$ cat src/rtl/mod_pkg.sv
// mod_pkg: shared constants and helpers for the Barrett reduction pipeline.
// Holds default operand width, default modulus and the derived Barrett K and M.
package mod_pkg;

    // Default operand width; the product input is twice this wide.
    localparam int DEF_WIDTH_IN = 24;

    // Default modulus (odd, below 2^DEF_WIDTH_IN).
    localparam longint unsigned DEF_Q = 64'd8380417;

    // Smallest n with 2^n >= v.
    function automatic int clog2_u(input longint unsigned v);
        int r;
        r = 0;
        for (int i = 0; i < 63; i++) begin
            if ((64'd1 << i) < v) begin
                r = i + 1;
            end
        end
        return r;
    endfunction

    // Barrett shift: K = 2*ceil(log2 q).
    function automatic int barrett_k(input longint unsigned q);
        return 2 * clog2_u(q);
    endfunction

    // Barrett multiplier: M = floor(2^K / q).
    function automatic longint unsigned barrett_m(
        input longint unsigned q
    );
        return (64'd1 << barrett_k(q)) / q;
    endfunction

    localparam int              DEF_K = barrett_k(DEF_Q);
    localparam longint unsigned DEF_M = barrett_m(DEF_Q);

endpackage

$ cat src/rtl/mod_csub.sv
// mod_csub: combinational conditional subtraction, y = (a >= Q) ? a - Q : a.
// Ports: a (input, WIDTH bits), y (output, WIDTH bits).
module mod_csub
    import mod_pkg::*;
#(
    parameter int              WIDTH = DEF_WIDTH_IN + 2,
    parameter longint unsigned Q     = DEF_Q
) (
    input  logic [WIDTH-1:0] a,
    output logic [WIDTH-1:0] y
);

    localparam logic [WIDTH-1:0] QW = WIDTH'(Q);

    assign y = (a >= QW) ? a - QW : a;

endmodule

$ cat src/rtl/mod_reduce_pipe.sv
// mod_reduce_pipe: 3-stage Barrett reduction of a signed product modulo Q.
// Ports: clk, rst_n (async, active low); in_valid/in_ready/in_p (2*WIDTH_IN,
// signed) upstream handshake; out_valid/out_ready/out_r (WIDTH_IN)/out_err
// downstream handshake. out_err flags inputs outside [0, Q*Q), out_r is 0 then.
module mod_reduce_pipe
    import mod_pkg::*;
#(
    parameter int              WIDTH_IN = DEF_WIDTH_IN,
    parameter longint unsigned Q        = DEF_Q
) (
    input  logic                         clk,
    input  logic                         rst_n,
    input  logic                         in_valid,
    output logic                         in_ready,
    input  logic signed [2*WIDTH_IN-1:0] in_p,
    output logic                         out_valid,
    input  logic                         out_ready,
    output logic [WIDTH_IN-1:0]          out_r,
    output logic                         out_err
);

    localparam int XW = 2 * WIDTH_IN;
    // r = x - t*Q lies in [0, 3Q) for in-range x, so two guard bits suffice.
    localparam int TW = WIDTH_IN + 2;
    // M < 2^(WIDTH_IN+1), so x*M fits in XW + TW bits.
    localparam int PW = XW + TW;
    localparam int K  = barrett_k(Q);

    localparam logic [PW-1:0] MP = PW'(barrett_m(Q));
    localparam logic [TW-1:0] QT = TW'(Q);
    localparam logic [XW-1:0] QQ = XW'(Q * Q);

    logic          en;
    logic          in_range;
    logic [PW-1:0] xm;

    logic          s1_v;
    logic          s1_err;
    logic [TW-1:0] s1_x;
    logic [TW-1:0] s1_t;

    logic          s2_v;
    logic          s2_err;
    logic [TW-1:0] s2_r;

    logic [TW-1:0] c1;
    logic [TW-1:0] c2;

    // One global enable: the whole pipe moves or the whole pipe holds.
    assign en       = !out_valid || out_ready;
    assign in_ready = en;

    // Negative products have the sign bit set; the rest compare unsigned.
    assign in_range = !in_p[XW-1] && ($unsigned(in_p) < QQ);

    assign xm = PW'($unsigned(in_p)) * MP;

    // Stage valid bits and the registered outputs.
    always_ff @(posedge clk or negedge rst_n) begin
        if (!rst_n) begin
            s1_v      <= 1'b0;
            s2_v      <= 1'b0;
            out_valid <= 1'b0;
            out_r     <= '0;
            out_err   <= 1'b0;
        end else if (en) begin
            s1_v      <= in_valid;
            s2_v      <= s1_v;
            out_valid <= s2_v;
            if (s2_v) begin
                out_err <= s2_err;
                out_r   <= s2_err ? '0 : WIDTH_IN'(c2);
            end
        end
    end

    // Datapath: only low TW bits of x matter for r, since r < 2^TW.
    always_ff @(posedge clk) begin
        if (en) begin
            s1_x   <= TW'($unsigned(in_p));
            s1_t   <= TW'(xm >> K);
            s1_err <= !in_range;
            s2_r   <= s1_x - s1_t * QT;
            s2_err <= s1_err;
        end
    end

    mod_csub #(
        .WIDTH (TW),
        .Q     (Q)
    ) u_csub0 (
        .a (s2_r),
        .y (c1)
    );

    mod_csub #(
        .WIDTH (TW),
        .Q     (Q)
    ) u_csub1 (
        .a (c1),
        .y (c2)
    );

endmodule

$ cat config.mk
export PLATFORM = sky130hd
export DESIGN_NAME = mod_reduce_pipe
export DESIGN_NICKNAME = d
export VERILOG_FILES = /design/src/rtl/mod_pkg.sv /design/src/rtl/mod_csub.sv /design/src/rtl/mod_reduce_pipe.sv
export SDC_FILE = /design/constraint.sdc
export NUM_CORES = 1
export LEC_CHECK = 0
export ABC_CLOCK_PERIOD_IN_PS = 8800
export CORE_UTILIZATION = 40
export DETAILED_ROUTE_END_ITERATION = 10
export PLACE_DENSITY = 0.6
export REMOVE_ABC_BUFFERS = 1
export SLEW_MARGIN = 0
export SYNTH_ARGS = -nofsm -noshare
export SYNTH_HDL_FRONTEND = slang
export SYNTH_SLANG_ARGS = --single-unit
export TNS_END_PERCENT = 20
$ cat constraint.sdc
create_clock -name clk -period 8.8 [get_ports clk]
set_input_delay 1.32 -clock clk [delete_from_list [all_inputs] [get_ports clk]]
set_output_delay 1.32 -clock clk [all_outputs]
set_load 0.05 [all_outputs]
==> flow_summary.yaml <==
final_layout:
  nets: 2277
  area_growth_pct: 9.82
  n_antenna_cell: 0
  fin_util_pct: 44.6
  drive_gt1_share_pct: 3.07
timing:
  maxSlewViolCount: 0
  tns_ns: 0
  fin_crit_ns: 7.29
  setup_viol: 0
  rsz0062_at_grt: "false"
  fmax_mhz: 137
  slew_headroom_pct: 30.0
  finClkSkew_ns: 0.0120
  hold-worst-slack_ns: 0.421
  period_share_pct: 82.8
  finalHoldViolations: 0
  worstMarginPinSlew_ns: 1.05
global_route:
  grt_max_degree: 83
  grt-ovfl-total: 0
  antenna_found_initial: 1
  groute.usage.overall_pct: 18.4
  grt_pass1_wl_mm: 60.9
  first_global_vias: 11758
clock_tree:
  cts_made_buffers: 9
  cts.path.max_buffers: 2
  cts_resized: 0
  cts_hold_buf: 0
  cts_sinks: 108
  clock_latency_ns: 0.36
  htree_levels: 3
  cts_tree: "yes"
  root_buffer: "clkbuf_16"
  cts.clk_slew.worst_paths_ns: 0.07
  post_cts_buffers: 0
floorplanning:
  initial_utilization_pct: 40.6
  design.core.area_um2: 40900
  dieArea_um2: 42400
  io_pins: 79
  fp-row-count: 74
  die_y_um: 206
  die_x_um: 206
synth:
  synthTopCellsByArea: "ha_1 27%, fa_1 21%, edfxtp_1 14%, inv_1 7.6%, dfrtp_1 4.2%"
  syn_area_per_cell_um2: 10.3
  syn_inst: 1617
  synth-seq-cells: 108
  synth_warnings: 0
  synth.top_cell.area_share_pct: 26.9
  syn_area_um2: 16600
  synthFlopType: "edfxtp_1"
  synth-edff-count: 80
  synth_area_leader_cell: "ha_1"
  yosysSeqAreaShare_pct: 18.7
  synth_cell_type_count: 83
  synthArstFlopShare_pct: 25.9
route:
  num_vias: 11193
  drc: 0
  antenna_left: 0
  wirelength_mm: 36.7
  avgRoutedWirePerCell_um: 16.5
  viasPerCell: 5.03
  drtIter0Drc: 457
  drtPass1Iterations: 5
worst_setup_path:
  worstPathRequired_ns: 8.91
  arrival_ns: 7.39
  worstPathMaxFanout: 7
  critPathLaunchType: "input port"
  reg2reg_depth: 16
  crit_path_end_kind: "flop"
  crit_type: "input port to flop"
flow_run:
  maxCapViolCount: 0
hold_path:
  worstHoldPathType: "flop to flop"
  whs_path_depth: 0
place:
  gp_congestion: 0.879
  port_buffers: 78
  dp_hpwl_mm: 31.0
run_status:
  status: "completed"
==> critical path: stages <==
cell and delay [ns]:
clkdlybuf4s50_1 0.65, inv_1 0.15, fa_1 0.52, inv_1 0.05, fa_1 0.47, fa_1 0.49
ha_1 0.31, ha_1 0.32, and3_1 0.18, nor3b_1 0.56, o21ai_0 0.22, o21ai_0 0.31
nor3_1 0.13, a21o_1 0.23, a21oi_1 0.31, a21oi_1 0.16, o31ai_1 0.63, o211ai_1 0.22
xnor2_1 0.17
==> stage by stage <==
stage	setup slack [ns]	std cells	cell area (um2)
after floorplan	2.49	1595	16500
after global placement	1.40	2209	18000
after detailed placement	1.18	2209	18000
after CTS	1.56	2224	18300
after global routing	1.09	2225	18300
final	1.51	2225	18300
==> state kept, by name, indices dropped and copies added, names as in the netlist <==
name       flops
s1_t          26
s1_x          26
s2_r          26
out_r         24
out_err        1
out_valid      1
s1_err         1
s1_v           1
s2_err         1
s2_v           1
==> metal layers <==
| metal | vias to the layer above | track usage, % | part of all wire [%] |
|---|---|---|---|
| met1 | 5407 | 23.5 | 46 |
| met5 | - | 0 | 0.046 |
| met2 | 179 | 33.1 | 49 |
| met4 | 2 | 4.23 | 1.7 |
| met3 | 37 | 1.97 | 2.7 |
| li1 | 5568 | - | - |
==> cell usage after synthesis, types with 28 or more instances <==
library cell and number:
a21o_1 36, a21oi_1 55, dfrtp_1 28, edfxtp_1 80
fa_1 178, ha_1 358, inv_1 337, nand2_1 58
nor2_1 54, o21ai_0 34, xnor2_1 80, xor2_1 28
==> final cells by class <==
type,instances,area [um2]
clock buffers,11,233
clock inverters,4,27.5
fillers,3980,22700
inverters,337,1260
multi-input cells,1150,12100
flip-flops and latches,108,3100
well taps,532,666
repair buffers,83,818
==> path summary, 6_finish.rpt <==
check	start	endpoint	slack, ns
max	in_p[37]	s1_t[23]	1.51
min	s1_err	s2_err	0.42
max reg2reg	s1_t[0]	s2_r[25]	2.85
min reg2reg	s1_err	s2_err	0.42
max in group asynchronous	rst_n	out_r[19]	7.20
min in group asynchronous	rst_n	out_r[1]	1.33
==> cells in the final DEF, fill, tap and decap left out, types with 34 or more instances in the layout <==
master and n:
a21oi_1 55, clkdlybuf4s50_1 78, nor2_1 54, nand2_1 58, fa_1 178, inv_1 337, a21o_1 36, ha_1 358
o21ai_0 34, edfxtp_1 80, xnor2_1 80
==> logic make-up after synthesis <==
family	synth area share, %
buffers and inverters	8.32
adders and majority gates	48.4
xor gates and xnor gates	5.69
and+or+nand+nor	8.38
muxes	0.444
AOI/OAI and AO/OA	10.1
DFF	18.7
Power is not shown: default switching activity piles up to over one toggle a cycle in this logic, so the estimate is an artifact.
